[config.mk]
export PLATFORM = sky130hd
export DESIGN_NAME = odu_gen_data_mc_flat
export DESIGN_NICKNAME = d
export VERILOG_FILES = /design/src/rtl/odu_gen_data_mc_if.sv /design/src/rtl/odu_gen_data_mc.sv /design/src/flat_wrapper.sv
export SDC_FILE = /design/constraint.sdc
export NUM_CORES = 1
export LEC_CHECK = 0
export BUFFER_PORTS_ARGS = -buffer_cell sky130_fd_sc_hd__buf_2
export CAP_MARGIN = 30
export CORE_UTILIZATION = 44
export CTS_CLUSTER_SIZE = 12
export DETAILED_ROUTE_END_ITERATION = 7
export PLACE_DENSITY = 0.67
export SYNTH_ARGS = -nofsm -noshare
export SYNTH_HDL_FRONTEND = slang
export SYNTH_SLANG_ARGS = --single-unit
[constraint.sdc]
create_clock -name clk -period 4.1 [get_ports clk]
set_input_delay 0 -clock clk [delete_from_list [all_inputs] [get_ports clk]]
set_output_delay 0 -clock clk [all_outputs]
set_load 0.05 [all_outputs]
[src/rtl/odu_gen_data_mc_if.sv]
// Config bus and data output bundle for the multi-channel ODU data generator.
// The master side drives the cfg strobes; the slave side (the generator)
// returns read data, the channel ID and the {valid, fs, rs, payload} word.
interface odu_gen_data_mc_if #(
  parameter int DATA_W = 384,
  parameter int CHID_W = 7,
  parameter int CFG_AW = 4
);
  logic              cfg_n_cs;
  logic              cfg_n_we;
  logic              cfg_n_oe;
  logic [CFG_AW-1:0] cfg_addr;
  logic [15:0]       cfg_din;
  logic [15:0]       cfg_dout;
  logic [CHID_W-1:0] chid_out;
  logic [DATA_W+2:0] data_out;

  modport master (
    output cfg_n_cs, cfg_n_we, cfg_n_oe, cfg_addr, cfg_din,
    input  cfg_dout, chid_out, data_out
  );

  modport slave (
    input  cfg_n_cs, cfg_n_we, cfg_n_oe, cfg_addr, cfg_din,
    output cfg_dout, chid_out, data_out
  );
endinterface

[src/rtl/odu_gen_data_mc.sv]
// Multi-channel ODU test-word generator. Channels are served round-robin on
// one output bus; each keeps its own word/row/sequence position so pausing or
// masking a channel resumes exactly where it left off.
module odu_gen_data_mc #(
  parameter int DATA_W = 384,
  parameter int CH_NUM = 4,
  parameter int CHID_W = 7,
  parameter int CFG_AW = 4
) (
  input logic            clk,
  input logic            rst_n,
  odu_gen_data_mc_if.slave bus
);
  localparam int LANES = DATA_W / 16;
  localparam int CH_W  = (CH_NUM > 1) ? $clog2(CH_NUM) : 1;

  typedef enum logic [1:0] {S_IDLE, S_SCAN, S_EMIT, S_GAP} state_t;

  // Live configuration registers
  logic              gen_en;
  logic              mode;
  logic [CH_NUM-1:0] ch_en;
  logic [7:0]        wpr;
  logic [3:0]        rpf;
  logic [7:0]        gap;
  logic [15:0]       pat;
  logic [CHID_W-1:0] chid_base;

  logic        cfg_wr, cfg_rd, clr_wr;
  logic [15:0] rd_val;
  logic [15:0] cfg_dout_q;

  // Sequencer state and geometry shadows captured at enable
  state_t      state;
  logic [7:0]  wpr_sh;
  logic [3:0]  rpf_sh;
  logic [7:0]  gap_sh;
  logic        mode_sh;
  logic [7:0]  gap_cnt;
  logic [CH_W-1:0] ptr;
  logic [CH_W-1:0] nxt;
  logic            found;
  int              idx;

  logic [7:0]  w_q   [CH_NUM];
  logic [3:0]  r_q   [CH_NUM];
  logic [15:0] seq_q [CH_NUM];
  logic [15:0] frm_cnt;

  logic [7:0] wpr_eff;
  logic [3:0] rpf_eff;
  logic       w_last, r_last;

  // Output word register
  logic              vld_p1, fs_p1, rs_p1;
  logic [DATA_W-1:0] pay_p1;
  logic [CHID_W-1:0] chid_p1;

  function automatic logic [DATA_W-1:0] build_payload(input logic fixed,
                                                      input logic [15:0] p,
                                                      input logic [15:0] s);
    logic [DATA_W-1:0] res;
    res = '0;
    for (int k = 0; k < LANES; k++) begin
      res[k*16 +: 16] = fixed ? p : (s + 16'(k));
    end
    return res;
  endfunction

  assign cfg_wr = !bus.cfg_n_cs && !bus.cfg_n_we;
  assign cfg_rd = !bus.cfg_n_cs &&  bus.cfg_n_we && !bus.cfg_n_oe;
  assign clr_wr = cfg_wr && (bus.cfg_addr == CFG_AW'(0)) && bus.cfg_din[2];

  // Register file writes; clr is a strobe and is never stored
  always_ff @(posedge clk or negedge rst_n) begin
    if (!rst_n) begin
      gen_en    <= 1'b0;
      mode      <= 1'b0;
      ch_en     <= '0;
      wpr       <= 8'd4;
      rpf       <= 4'd4;
      gap       <= '0;
      pat       <= '0;
      chid_base <= '0;
    end else if (cfg_wr) begin
      case (bus.cfg_addr)
        CFG_AW'(0): begin
          gen_en <= bus.cfg_din[0];
          mode   <= bus.cfg_din[1];
        end
        CFG_AW'(1): ch_en     <= bus.cfg_din[CH_NUM-1:0];
        CFG_AW'(2): wpr       <= bus.cfg_din[7:0];
        CFG_AW'(3): rpf       <= bus.cfg_din[3:0];
        CFG_AW'(4): gap       <= bus.cfg_din[7:0];
        CFG_AW'(5): pat       <= bus.cfg_din;
        CFG_AW'(6): chid_base <= bus.cfg_din[CHID_W-1:0];
        default: ;
      endcase
    end
  end

  // Read mux; unmapped addresses return zero
  always_comb begin
    rd_val = '0;
    case (bus.cfg_addr)
      CFG_AW'(0): rd_val[1:0]        = {mode, gen_en};
      CFG_AW'(1): rd_val[CH_NUM-1:0] = ch_en;
      CFG_AW'(2): rd_val[7:0]        = wpr;
      CFG_AW'(3): rd_val[3:0]        = rpf;
      CFG_AW'(4): rd_val[7:0]        = gap;
      CFG_AW'(5): rd_val             = pat;
      CFG_AW'(6): rd_val[CHID_W-1:0] = chid_base;
      CFG_AW'(8): rd_val             = frm_cnt;
      CFG_AW'(9): rd_val[0]          = (state != S_IDLE);
      default: ;
    endcase
  end

  // Registered read data, zero whenever no read strobe is present
  always_ff @(posedge clk or negedge rst_n) begin
    if (!rst_n) cfg_dout_q <= '0;
    else        cfg_dout_q <= cfg_rd ? rd_val : 16'd0;
  end

  // Next enabled channel strictly after the pointer, wrapping back to it last
  always_comb begin
    found = 1'b0;
    nxt   = '0;
    idx   = 0;
    for (int i = 1; i <= CH_NUM; i++) begin
      idx = int'(ptr) + i;
      if (idx >= CH_NUM) idx = idx - CH_NUM;
      if (!found && ch_en[CH_W'(idx)]) begin
        found = 1'b1;
        nxt   = CH_W'(idx);
      end
    end
  end

  assign wpr_eff = (wpr_sh == 8'd0) ? 8'd1 : wpr_sh;
  assign rpf_eff = (rpf_sh == 4'd0) ? 4'd1 : rpf_sh;
  assign w_last  = (w_q[nxt] >= wpr_eff - 8'd1);
  assign r_last  = (r_q[nxt] >= rpf_eff - 4'd1);

  // Sequencer: channel selection, word generation and per-channel bookkeeping
  always_ff @(posedge clk or negedge rst_n) begin
    if (!rst_n) begin
      state   <= S_IDLE;
      wpr_sh  <= '0;
      rpf_sh  <= '0;
      gap_sh  <= '0;
      mode_sh <= 1'b0;
      gap_cnt <= '0;
      ptr     <= CH_W'(CH_NUM - 1);
      frm_cnt <= '0;
      vld_p1  <= 1'b0;
      fs_p1   <= 1'b0;
      rs_p1   <= 1'b0;
      pay_p1  <= '0;
      chid_p1 <= '0;
      for (int i = 0; i < CH_NUM; i++) begin
        w_q[i]   <= '0;
        r_q[i]   <= '0;
        seq_q[i] <= '0;
      end
    end else begin
      vld_p1 <= 1'b0;
      fs_p1  <= 1'b0;
      rs_p1  <= 1'b0;
      pay_p1 <= '0;
      case (state)
        S_IDLE: begin
          if (gen_en) begin
            wpr_sh  <= wpr;
            rpf_sh  <= rpf;
            gap_sh  <= gap;
            mode_sh <= mode;
            state   <= S_SCAN;
          end
        end
        S_SCAN: begin
          if (!gen_en) begin
            state <= S_IDLE;
          end else if (found) begin
            vld_p1     <= 1'b1;
            rs_p1      <= (w_q[nxt] == 8'd0);
            fs_p1      <= (w_q[nxt] == 8'd0) && (r_q[nxt] == 4'd0);
            pay_p1     <= build_payload(mode_sh, pat, seq_q[nxt]);
            chid_p1    <= chid_base + CHID_W'(nxt);
            ptr        <= nxt;
            seq_q[nxt] <= seq_q[nxt] + 16'd1;
            w_q[nxt]   <= w_last ? 8'd0 : w_q[nxt] + 8'd1;
            if (w_last) begin
              r_q[nxt] <= r_last ? 4'd0 : r_q[nxt] + 4'd1;
              if (r_last) frm_cnt <= frm_cnt + 16'd1;
            end
            state <= S_EMIT;
          end
        end
        S_EMIT: begin
          if (gap_sh != 8'd0) begin
            gap_cnt <= gap_sh - 8'd1;
            state   <= S_GAP;
          end else begin
            state <= S_SCAN;
          end
        end
        S_GAP: begin
          if (!gen_en)               state   <= S_IDLE;
          else if (gap_cnt == 8'd0)  state   <= S_SCAN;
          else                       gap_cnt <= gap_cnt - 8'd1;
        end
        default: state <= S_IDLE;
      endcase
      // A clear overrides any bookkeeping update from a word issued this edge
      if (clr_wr) begin
        ptr     <= CH_W'(CH_NUM - 1);
        frm_cnt <= '0;
        for (int i = 0; i < CH_NUM; i++) begin
          w_q[i]   <= '0;
          r_q[i]   <= '0;
          seq_q[i] <= '0;
        end
      end
    end
  end

  assign bus.cfg_dout = cfg_dout_q;
  assign bus.chid_out = chid_p1;
  assign bus.data_out = {vld_p1, fs_p1, rs_p1, pay_p1};
endmodule
[src/flat_wrapper.sv]
// flat-port wrapper written by rule: the top's interface ports become plain ports
module odu_gen_data_mc_flat 
#(
  parameter int DATA_W = 384,
  parameter int CH_NUM = 4,
  parameter int CHID_W = 7,
  parameter int CFG_AW = 4
)
  (clk, rst_n, bus_cfg_n_cs, bus_cfg_n_we, bus_cfg_n_oe, bus_cfg_addr, bus_cfg_din, bus_cfg_dout, bus_chid_out, bus_data_out);
  odu_gen_data_mc_if #(.DATA_W(DATA_W), .CHID_W(CHID_W), .CFG_AW(CFG_AW)) bus_i ();
  input logic clk;
  input logic rst_n;
  input wire logic [$bits(bus_i.cfg_n_cs)-1:0] bus_cfg_n_cs;
  input wire logic [$bits(bus_i.cfg_n_we)-1:0] bus_cfg_n_we;
  input wire logic [$bits(bus_i.cfg_n_oe)-1:0] bus_cfg_n_oe;
  input wire logic [$bits(bus_i.cfg_addr)-1:0] bus_cfg_addr;
  input wire logic [$bits(bus_i.cfg_din)-1:0] bus_cfg_din;
  output wire logic [$bits(bus_i.cfg_dout)-1:0] bus_cfg_dout;
  output wire logic [$bits(bus_i.chid_out)-1:0] bus_chid_out;
  output wire logic [$bits(bus_i.data_out)-1:0] bus_data_out;
  assign bus_i.cfg_n_cs = bus_cfg_n_cs;
  assign bus_i.cfg_n_we = bus_cfg_n_we;
  assign bus_i.cfg_n_oe = bus_cfg_n_oe;
  assign bus_i.cfg_addr = bus_cfg_addr;
  assign bus_i.cfg_din = bus_cfg_din;
  assign bus_cfg_dout = bus_i.cfg_dout;
  assign bus_chid_out = bus_i.chid_out;
  assign bus_data_out = bus_i.data_out;
  odu_gen_data_mc #(.DATA_W(DATA_W), .CH_NUM(CH_NUM), .CHID_W(CHID_W), .CFG_AW(CFG_AW)) u_core (.clk(clk), .rst_n(rst_n), .bus(bus_i));
endmodule
==> impl_metrics.prom <==
# TYPE chip_impl_metric gauge
chip_impl_metric{name="synth_seq_area_share",unit="%"} 52.19
chip_impl_metric{name="die_y",unit="µm"} 247.8
chip_impl_info{name="timing.setup.critical_path_class",value="reg -> reg"} 1
chip_impl_metric{name="setup_tns",unit="ns"} 0
chip_impl_metric{name="pre_cts_slack",unit="ns"} 0.2915
chip_impl_metric{name="wire_per_inst",unit="µm"} 23.49
chip_impl_info{name="yosys_most_used_dff",value="sky130_fd_sc_hd__dfrtp_1"} 1
chip_impl_metric{name="effective_utilization_at_floorplan",unit="%"} 44.77
chip_impl_metric{name="grt_start_max_net_pins",unit=""} 113
chip_impl_metric{name="synth.ff_latch_count",unit=""} 554
chip_impl_metric{name="clkTransAtPathRegs",unit="ns"} 0.06
chip_impl_info{name="synth.area.top_cells",value="sky130_fd_sc_hd__dfrtp_1 52%, sky130_fd_sc_hd__xnor2_1 4.9%, sky130_fd_sc_hd__a21oi_1 4.5%, sky130_fd_sc_hd__nand2_1 3.6%, sky130_fd_sc_hd__mux2_2 3.1%"} 1
chip_impl_metric{name="die_area",unit="µm²"} 61380
chip_impl_metric{name="drive_gt1_share",unit="%"} 27.44
chip_impl_metric{name="layout_worst_path_cycle_share",unit="%"} 95.06
chip_impl_metric{name="num_antenna_cells",unit=""} 0
chip_impl_metric{name="area.growth.synth_to_final",unit="%"} 19.54
chip_impl_metric{name="synth.distinct_cells",unit=""} 89
chip_impl_metric{name="max-clock-path-buffers",unit=""} 3
chip_impl_metric{name="tightestPinTransition",unit="ns"} 1.076
chip_impl_metric{name="worstPathArrival",unit="ns"} 4.41
chip_impl_info{name="synth_largest_area_cell",value="sky130_fd_sc_hd__dfrtp_1"} 1
chip_impl_metric{name="rows",unit=""} 89
chip_impl_metric{name="final-hold-violation-count",unit=""} 3
chip_impl_metric{name="total_power",unit="mW"} 18.28
chip_impl_metric{name="post_cts_resize_count",unit=""} 0
chip_impl_info{name="setup.worst_path.start_class",value="flop"} 1
chip_impl_info{name="grt_setup_unrepaired",value="false"} 1
chip_impl_metric{name="die_width",unit="µm"} 247.8
chip_impl_metric{name="p_int",unit="mW"} 11.00
chip_impl_metric{name="post_layout_nonfiller_instances",unit=""} 3783
chip_impl_metric{name="tritoncts.num_buffers",unit=""} 58
chip_impl_metric{name="yosys_warnings",unit=""} 0
chip_impl_metric{name="post-route-worst-setup-slack",unit="ns"} 0.2027
chip_impl_metric{name="dp.cells",unit=""} 3663
chip_impl_info{name="violations",value="DRC, hold timing"} 1
chip_impl_metric{name="max-vdd-ir-drop",unit="V"} 0.0004664
chip_impl_metric{name="hpwlAfterDp",unit="µm"} 63340
chip_impl_metric{name="power_frac_seq",unit="%"} 35.7
chip_impl_info{name="critPathCaptureType",value="flop"} 1
chip_impl_metric{name="final_max_slew_viol_count",unit=""} 0
chip_impl_metric{name="grt_first_pass_wirelength",unit="µm"} 133000
chip_impl_metric{name="clock_sink_count",unit=""} 554
chip_impl_metric{name="route.detailed.drc",unit=""} 41
chip_impl_metric{name="grt_remaining_overflow",unit=""} 0
chip_impl_metric{name="post-synth-top-area-fraction",unit="%"} 51.79
chip_impl_info{name="cts.root.buffer_cell",value="sky130_fd_sc_hd__clkbuf_16"} 1
chip_impl_metric{name="detail_route.wirelength",unit="µm"} 88870
chip_impl_metric{name="pwr_density_cell",unit="nW/µm²"} 575.5
chip_impl_metric{name="placeableCoreArea",unit="µm²"} 59350
chip_impl_metric{name="share_comb_of_total_power",unit="%"} 36.1
chip_impl_info{name="startpoint",value="u_core.ptr[0]"} 1
chip_impl_metric{name="cp.required",unit="ns"} 4.62
chip_impl_metric{name="fin_nets",unit=""} 3040
chip_impl_metric{name="leakage",unit="nW"} 14.84
chip_impl_metric{name="synth_cells",unit=""} 2560
chip_impl_metric{name="placedInstanceArea",unit="µm²"} 29650
chip_impl_metric{name="mappedNetlistNets",unit=""} 2625
chip_impl_metric{name="switching_share",unit="%"} 39.84
chip_impl_info{name="holdCritPathClass",value="in -> async"} 1
chip_impl_metric{name="share_clk_of_total_power",unit="%"} 28.2
chip_impl_metric{name="max_freq",unit="MHz"} 256.6
chip_impl_metric{name="postCtsHoldBufs",unit=""} 24
chip_impl_info{name="cts_tree",value="built"} 1
chip_impl_metric{name="num_vias",unit=""} 21898
chip_impl_metric{name="drt_iter0_markers",unit=""} 2186
chip_impl_metric{name="port_buffers",unit=""} 434
chip_impl_metric{name="place_congestion",unit=""} 0.9592
chip_impl_metric{name="pin_count",unit=""} 435
chip_impl_info{name="outcome",value="finished with violations"} 1
chip_impl_metric{name="via_count_of_the_first_global_routing_pass",unit=""} 21374
chip_impl_metric{name="postSynthAreaPerCell",unit="µm²"} 10.38
chip_impl_info{name="yosys.cell_count.top_type",value="sky130_fd_sc_hd__dfrtp_1"} 1
chip_impl_metric{name="worst_hold_slack",unit="ns"} -0.008114
chip_impl_metric{name="finClkSkew",unit="ns"} 0.04307
chip_impl_metric{name="nFillCells",unit=""} 5211
chip_impl_metric{name="insertion_delay",unit="ns"} 0.64
chip_impl_metric{name="drtPass1Iterations",unit=""} 8
chip_impl_metric{name="p_switching",unit="mW"} 7.283
chip_impl_metric{name="async_set_reset_flop_share_out_of_synthesis",unit="%"} 100.0
chip_impl_metric{name="synth.cell_area",unit="µm²"} 26570
chip_impl_metric{name="min_period",unit="ns"} 3.897
chip_impl_metric{name="route.detailed.vias_per_inst",unit=""} 5.789
chip_impl_metric{name="relSlewSlack",unit="%"} 28.26
chip_impl_metric{name="setup_viol",unit=""} 0
chip_impl_metric{name="cp_max_fo",unit=""} 26
chip_impl_metric{name="fin_util",unit="%"} 53.52
chip_impl_metric{name="grt_antenna_before_repair",unit=""} 2
chip_impl_metric{name="groute.usage.overall",unit="%"} 28.58
chip_impl_metric{name="post_cts.repair.setup_buffers",unit=""} 0
chip_impl_metric{name="stdcell_area",unit="µm²"} 31770
chip_impl_metric{name="htree_num_levels",unit=""} 2
chip_impl_metric{name="max_cap_violations",unit=""} 0
chip_impl_metric{name="synth-edff-count",unit=""} 0
chip_impl_metric{name="route.antenna.remaining_nets",unit=""} 0
chip_impl_info{name="timing.rr.start",value="u_core.ptr[0]"} 1
chip_impl_info{name="ys_top_cells_by_count",value="550 x sky130_fd_sc_hd__dfrtp_1, 256 x sky130_fd_sc_hd__nand2_1, 237 x sky130_fd_sc_hd__a21oi_1, 205 x sky130_fd_sc_hd__nor2_1, 148 x sky130_fd_sc_hd__xnor2_1"} 1
registers in the layout, indices dropped and copies added (netlist names), 2 cells and up:
| signal | flops |
|---|---|
| u_core.bus.cfg_dout | 16 |
| u_core.ptr | 2 |
| u_core.wpr | 8 |
| u_core.pay_p1 | 318 |
| u_core.gap | 8 |
| u_core.rpf_sh | 4 |
| u_core.r_q | 16 |
| u_core.seq_q | 64 |
| u_core.chid_base | 7 |
| u_core.ch_en | 4 |
| u_core.w_q | 32 |
| u_core.wpr_sh | 8 |
| u_core.rpf | 4 |
| u_core.bus.chid_out | 7 |
| u_core.frm_cnt | 16 |
| u_core.gap_sh | 8 |
| u_core.gap_cnt | 8 |
| u_core.state | 2 |
| u_core.pat | 16 |
area by class of cell:
cell class	count	area, µm²	share of cell area [%]
repair buffers	592	3586	11.29
well taps	773	967.2	3.045
inverters	29	116.4	0.3663
multi-input cells	1740	11380	35.83
clock buffers	82	1694	5.333
clock inverters	13	153.9	0.4845
flip-flops and latches	554	13870	43.66
power groups by stage:
stage / combinational [mW] / sequential, mW / clock (mW)
floorplan: 3.97 / 7.05 / 0
global route: 7.04 / 6.59 / 5.46
detailed placement: 6.45 / 6.61 / 0
finish: 6.60 / 6.53 / 5.15
global placement: 6.34 / 6.59 / 0
CTS: 6.50 / 6.52 / 5.22
metal layers:
metal / GRT usage (%) / up-vias / routed length (µm)
li1: - / 9751 / -
met1: 38.91 / 10870 / 36740
met2: 45.27 / 1070 / 41580
met3: 5.223 / 203 / 7186
met4: 11.02 / 4 / 3336
met5: 0 / - / 27
logic make-up after synthesis:
kind of cell	count (synthesis)	share of synthesized area [%]
adders and majority gates	40	1.912
buffers and inverters	266	5.349
AOI/OAI and AO/OA	651	15.51
xor gates and xnor gates	161	5.306
and+or+nand+nor	722	12.83
muxes	166	6.902
DFF	554	52.19
critical path: stages, from the launching register on:
cell	delay (ns)
sky130_fd_sc_hd__dfstp_2	0.53
sky130_fd_sc_hd__and2b_1	0.19
sky130_fd_sc_hd__o21ai_1	0.15
sky130_fd_sc_hd__and3_2	0.34
sky130_fd_sc_hd__buf_12	0.29
sky130_fd_sc_hd__mux2i_1	0.13
sky130_fd_sc_hd__mux2_2	0.30
sky130_fd_sc_hd__buf_4	0.19
sky130_fd_sc_hd__ha_1	0.22
sky130_fd_sc_hd__buf_4	0.19
sky130_fd_sc_hd__and2_1	0.19
sky130_fd_sc_hd__a221oi_2	0.58
sky130_fd_sc_hd__o21ai_0	0.16
sky130_fd_sc_hd__a31oi_1	0.32
worst paths after layout:
check,endpoint,slack (ns),cells past startpoint
max,u_core.pay_p1[215],0.20,13
min,u_core.pay_p1[301],-0.008,2
max reg2reg,u_core.pay_p1[215],0.20,13
min reg2reg,u_core.r_q[9],0.48,2
max in group asynchronous,u_core.pay_p1[275],2.95,3
min in group clk,u_core.pat[10],0.13,3
placed cells by master, fill, tap and decap left out, types with 8 or more instances in the layout:
cell,Yosys,routed
sky130_fd_sc_hd__a22oi_1,18,18
sky130_fd_sc_hd__a21oi_1,237,233
sky130_fd_sc_hd__xnor2_1,148,148
sky130_fd_sc_hd__a311oi_1,33,33
sky130_fd_sc_hd__nand2b_1,13,13
sky130_fd_sc_hd__nor4_1,12,12
sky130_fd_sc_hd__a31oi_1,20,20
sky130_fd_sc_hd__a211oi_2,10,10
sky130_fd_sc_hd__and3_1,22,21
sky130_fd_sc_hd__ha_1,39,39
sky130_fd_sc_hd__xor2_1,13,13
sky130_fd_sc_hd__a21o_1,14,14
sky130_fd_sc_hd__o21ai_1,40,34
sky130_fd_sc_hd__nor3_1,55,55
sky130_fd_sc_hd__a22o_1,18,18
sky130_fd_sc_hd__a21oi_2,6,10
sky130_fd_sc_hd__nand2_1,256,256
sky130_fd_sc_hd__nor2_1,205,205
sky130_fd_sc_hd__dfrtp_1,550,550
sky130_fd_sc_hd__buf_4,75,121
sky130_fd_sc_hd__a211oi_1,45,45
sky130_fd_sc_hd__o21ai_2,0,8
sky130_fd_sc_hd__nor2b_1,11,11
sky130_fd_sc_hd__nor3b_1,9,8
sky130_fd_sc_hd__clkbuf_16,0,60
sky130_fd_sc_hd__buf_2,32,433
sky130_fd_sc_hd__and2_1,12,12
sky130_fd_sc_hd__o21ai_0,118,116
sky130_fd_sc_hd__or3_1,14,14
sky130_fd_sc_hd__mux2_2,72,72
sky130_fd_sc_hd__nand3_1,57,57
sky130_fd_sc_hd__clkbuf_8,0,11
sky130_fd_sc_hd__clkbuf_1,105,11
sky130_fd_sc_hd__mux2i_1,81,76
sky130_fd_sc_hd__nand4_1,8,8
sky130_fd_sc_hd__a21boi_0,19,19
sky130_fd_sc_hd__o21a_1,9,9
sky130_fd_sc_hd__nor4_2,9,9
sky130_fd_sc_hd__dlygate4sd3_1,0,24
sky130_fd_sc_hd__inv_1,20,20
Power figures use the tool's default switching activity.
